$ cat config.mk
export PLATFORM = sky130hd
export DESIGN_NAME = mul_share_arb
export DESIGN_NICKNAME = d
export VERILOG_FILES = /design/src/rtl/mul_share_arb.sv
export SDC_FILE = /design/constraint.sdc
export NUM_CORES = 2
export LEC_CHECK = 0
export BUFFER_PORTS_ARGS = -buffer_cell sky130_fd_sc_hd__buf_4
export CAP_MARGIN = 25
export CORE_AREA = 2 2 339 341
export DETAILED_ROUTE_END_ITERATION = 10
export DIE_AREA = 0 0 341 343
export PLACE_DENSITY_LB_ADDON = 0.05
export SYNTH_ARGS = -nofsm -noshare
export SYNTH_HDL_FRONTEND = slang
export SYNTH_SLANG_ARGS = --single-unit
$ cat constraint.sdc
create_clock -name clk -period 9.85 [get_ports clk]
set_input_delay 0.4925 -clock clk [delete_from_list [all_inputs] [get_ports clk]]
set_output_delay 0.4925 -clock clk [all_outputs]
set_load 0.05 [all_outputs]
$ cat src/rtl/mul_share_arb.sv
// Shared pipelined multiplier bank. Up to NCH requestors compete for one
// issue slot per cycle; the winner drives all NLANE unsigned multipliers.
// Each result returns LAT cycles later, tagged with its owning channel.
module mul_share_arb #(
   parameter int NCH   = 3,
   parameter int NLANE = 2,
   parameter int AW    = 27,
   parameter int BW    = 27,
   parameter int LAT   = 2,
   parameter int RR    = 0
) (
   input  logic                        clk,
   input  logic                        reset,
   input  logic [NCH-1:0]              req,
   input  logic [NCH*NLANE*AW-1:0]     in_1,
   input  logic [NCH*NLANE*BW-1:0]     in_2,
   output logic [NCH-1:0]              gnt,
   output logic [NLANE*(AW+BW)-1:0]    out,
   output logic [NCH-1:0]              out_vld,
   output logic                        busy
);

   localparam int PW  = (NCH > 1) ? $clog2(NCH) : 1;
   localparam int PRW = AW + BW;
   localparam int OW  = NLANE * PRW;

   // Full-width unsigned lane product; PRW bits always hold the result.
   function automatic logic [PRW-1:0] lane_mul(input logic [AW-1:0] a,
                                               input logic [BW-1:0] b);
      return PRW'(a) * PRW'(b);
   endfunction

   logic [PW-1:0]   ptr;
   logic [PW-1:0]   gidx;
   logic            gnt_any;
   logic [OW-1:0]   prod;

   logic [LAT-1:0]  vld_p;
   logic [NCH-1:0]  tag_p [LAT];
   logic [OW-1:0]   dat_p [LAT];

   // Arbiter: first asserted request, scanning from ptr (RR) or from 0.
   always_comb begin
      int c;
      c       = 0;
      gnt     = '0;
      gidx    = '0;
      gnt_any = 1'b0;
      for (int i = 0; i < NCH; i++) begin
         c = (RR != 0) ? ((int'(ptr) + i) % NCH) : i;
         if (!gnt_any && !reset && req[c]) begin
            gnt_any = 1'b1;
            gnt[c]  = 1'b1;
            gidx    = PW'(c);
         end
      end
   end

   // Round-robin pointer moves just past the channel that won.
   always_ff @(posedge clk) begin
      if (reset)
         ptr <= '0;
      else if (gnt_any)
         ptr <= (gidx == PW'(NCH - 1)) ? '0 : gidx + PW'(1);
   end

   // Operand select for the granted channel and the lane multipliers.
   always_comb begin
      prod = '0;
      for (int k = 0; k < NLANE; k++)
         prod[k*PRW +: PRW] = lane_mul(in_1[(int'(gidx)*NLANE + k)*AW +: AW],
                                       in_2[(int'(gidx)*NLANE + k)*BW +: BW]);
   end

   // Pipeline control: valid and owner tag; reset drops everything in flight.
   always_ff @(posedge clk) begin
      if (reset) begin
         vld_p <= '0;
         for (int s = 0; s < LAT; s++)
            tag_p[s] <= '0;
      end else begin
         vld_p[0] <= gnt_any;
         if (gnt_any)
            tag_p[0] <= gnt;
         for (int s = 1; s < LAT; s++) begin
            vld_p[s] <= vld_p[s-1];
            if (vld_p[s-1])
               tag_p[s] <= tag_p[s-1];
         end
      end
   end

   // Pipeline data: stages load only on valid, so the last stage holds the
   // most recent result; that last stage is the output register.
   always_ff @(posedge clk) begin
      if (gnt_any)
         dat_p[0] <= prod;
      for (int s = 1; s < LAT; s++)
         if (vld_p[s-1])
            dat_p[s] <= dat_p[s-1];
      if (reset)
         dat_p[LAT-1] <= '0;
   end

   // Outputs from the final stage.
   always_comb begin
      out     = dat_p[LAT-1];
      out_vld = vld_p[LAT-1] ? tag_p[LAT-1] : '0;
      busy    = |vld_p;
   end

endmodule

==> qor.yml <==
run_status:
  outcome: "finished clean"
sta:
  finalSetupViolations: 0
  worst_slew_pin_slew_ps: 1110
  tns_ps: 0
  drv_slew: 0
  fin_worst_skew_ps: 16.0
  period_share_pct: 90.8
  period_needed_ps: 8940
  rsz0062_at_grt: "false"
  fmax_mhz: 112
  relSlewSlack_pct: 25.9
  hold_viol: 0
  postLayoutSetupSlackWorst_ps: 909
place:
  port_buffers: 443
  dp_hpwl_mm: 165
  dp_slack_ps: 442
  gp_congestion: 0.957
  placed_area_mm2: 0.0622
detailed_routing:
  drtIter0Drc: 2706
  routed_wl_mm: 192
  drc: 0
  drt_pass1_iterations: 7
  wl_per_cell_um: 23.1
  via_per_inst: 5.35
  wl_met1_mm: 73.6
  top_layer_used: "met5"
  via_count: 44600
  met2_length_mm: 96.2
  drtAntennaViolNets: 0
  wl_met3_mm: 12.1
critical_path:
  timing.critical_path.mode_cell: "fa_1"
  arrival_ps: 9200
  required_ps: 10110
  critPathLaunchType: "primary input"
  cp_max_fo: 24
  slowest_stage: "a21oi_1"
  worstSetupPathType: "in2reg"
  slowest_delay_ps: 800
  crit_path_end_kind: "flip-flop"
clock_network:
  cts_tree: "done"
  holdBufCountCts: 0
  postCtsResizedCells: 0
  cts-root-buf: "clkbuf_16"
  cts.clk_slew.worst_paths_ps: 90
  htreeDepth: 1
  clockBufferDepth: 3
  cts_setup_buffers: 0
  clk_latency_ps: 520
  cts_buffers: 18
  cts_sinks: 224
global_routing:
  grt_max_degree: 69
  grt_pass1_vias: 46500
  grt_overflow_total: 0
  grt_antenna_before_repair: 4
  grt_pass1_wl_mm: 289
  grt_usage_pct: 33.3
synth:
  ys_ff_latch: 224
  synth-main-ff-cell: "edfxtp_1"
  synth_cell_type_count: 73
  syn_area_mm2: 0.0564
  syn-num-nets: 8374
  syn_inst: 6411
  yosysSeqAreaShare_pct: 9.98
  yosysWarnings: 0
  async_flop_share_pct: 0
  synth-edff-count: 114
  syn_area_per_cell_um2: 8.79
finish:
  area_growth_pct: 11.5
  final_cell_mix: "1456 x inv_1, 1248 x fa_1, 1002 x nand2_1"
  final_util_pct: 55.4
  drive_above_1_share_pct: 11.2
  final_area_mm2: 0.0628
  nNetsFinal: 8768
  mostFrequentLayoutCell: "inv_1"
  antenna_cells: 0
flow_run:
  cap_violations: 0
floorplanning:
  fp.dieW_um: 341
  die_h_um: 343
  rows: 124
  dieArea_mm2: 0.117
  io_pins: 444
  fp.coreArea_mm2: 0.113
  start_util_pct: 49.7
hold_path:
  hp-class: "in2reg"
critical path: cells and delay by family:
| family | cells | cell delay (ps) |
|---|---|---|
| muxes | 1 | 250 |
| AOI/OAI and AO/OA | 8 | 2300 |
| buffers and inverters | 7 | 860 |
| adders and majority gates | 8 | 4190 |
| xor gates and xnor gates | 1 | 130 |
| and+or+nand+nor | 4 | 900 |
metal layers:
layer | vias to the layer above | GRT usage, %
met2 | 1561 | 57.9
met4 | 6 | 14.5
li1 | 19800 | -
met3 | 320 | 4.70
met1 | 22900 | 41.4
met5 | - | 0
through the flow:
step	cells	hold WS (ps)
floorplan	6411	457
global placement	8296	460
detailed placement	8296	473
CTS	8328	295
global route	8329	313
finish	8329	318
sequential cells by signal, indices dropped and copies added, names as in the netlist:
signal	count
dat_p	216
vld_p	2
tag_p	6
synthesized netlist by cell type (all sizes together), types with 44 or more instances:
| master | n | area (um2) |
|---|---|---|
| inv | 1457 | 5470 |
| nor2 | 760 | 2850 |
| nand2 | 1002 | 3760 |
| dfxtp | 110 | 2200 |
| clkbuf | 184 | 692 |
| ha | 386 | 4830 |
| a21o | 142 | 1070 |
| a21oi | 203 | 1020 |
| mux2i | 216 | 2160 |
| o21ai | 78 | 420 |
| edfxtp | 114 | 3420 |
| and2 | 44 | 275 |
| buf | 136 | 687 |
| xnor2 | 63 | 552 |
| fa | 1248 | 25000 |
area by class of cell:
type                       instances  area (um2)
tap                             1512        1890
clock inverter                     7        48.8
multi-input combinational       4410       44000
clock buffer                      25         529
timing repair buffer             694        5290
fill                           10800       50600
inverter                        1457        5470
sequential                       224        5630
kinds of logic (layout without fill, tap and decap cells):
kind of cell             after synthesis  in the layout  synth area share, %
buffers and inverters               1777           2183                 12.2
AO/OA/AOI/OAI                        521            521                 5.93
flip-flops                           224            224                 9.98
adder cells (fa/ha/maj)             1634           1634                 52.9
XOR/XNOR                              94             94                 1.46
AND/OR/NAND/NOR                     1945           1945                 13.7
multiplexers                         216            216                 3.84
worst paths after layout:
kind,start,to,slack (ps),cells past startpoint
setup / recovery,reset,dat_p[0][107]$_DFFE_PP_,910,29
hold reg to reg,dat_p[0][5]$_DFFE_PP_,dat_p[1][5]$_SDFFE_PP0P_,480,2
hold / removal,req[1],tag_p[0][2]$_SDFFCE_PN0P_,320,2
setup reg to reg,vld_p[0]$_SDFF_PP0_,dat_p[1][47]$_SDFFE_PP0P_,7450,3
Power is left out: the tool's default activity adds up to more than one toggle a clock period on the data nets, which glitch-free logic cannot reach.
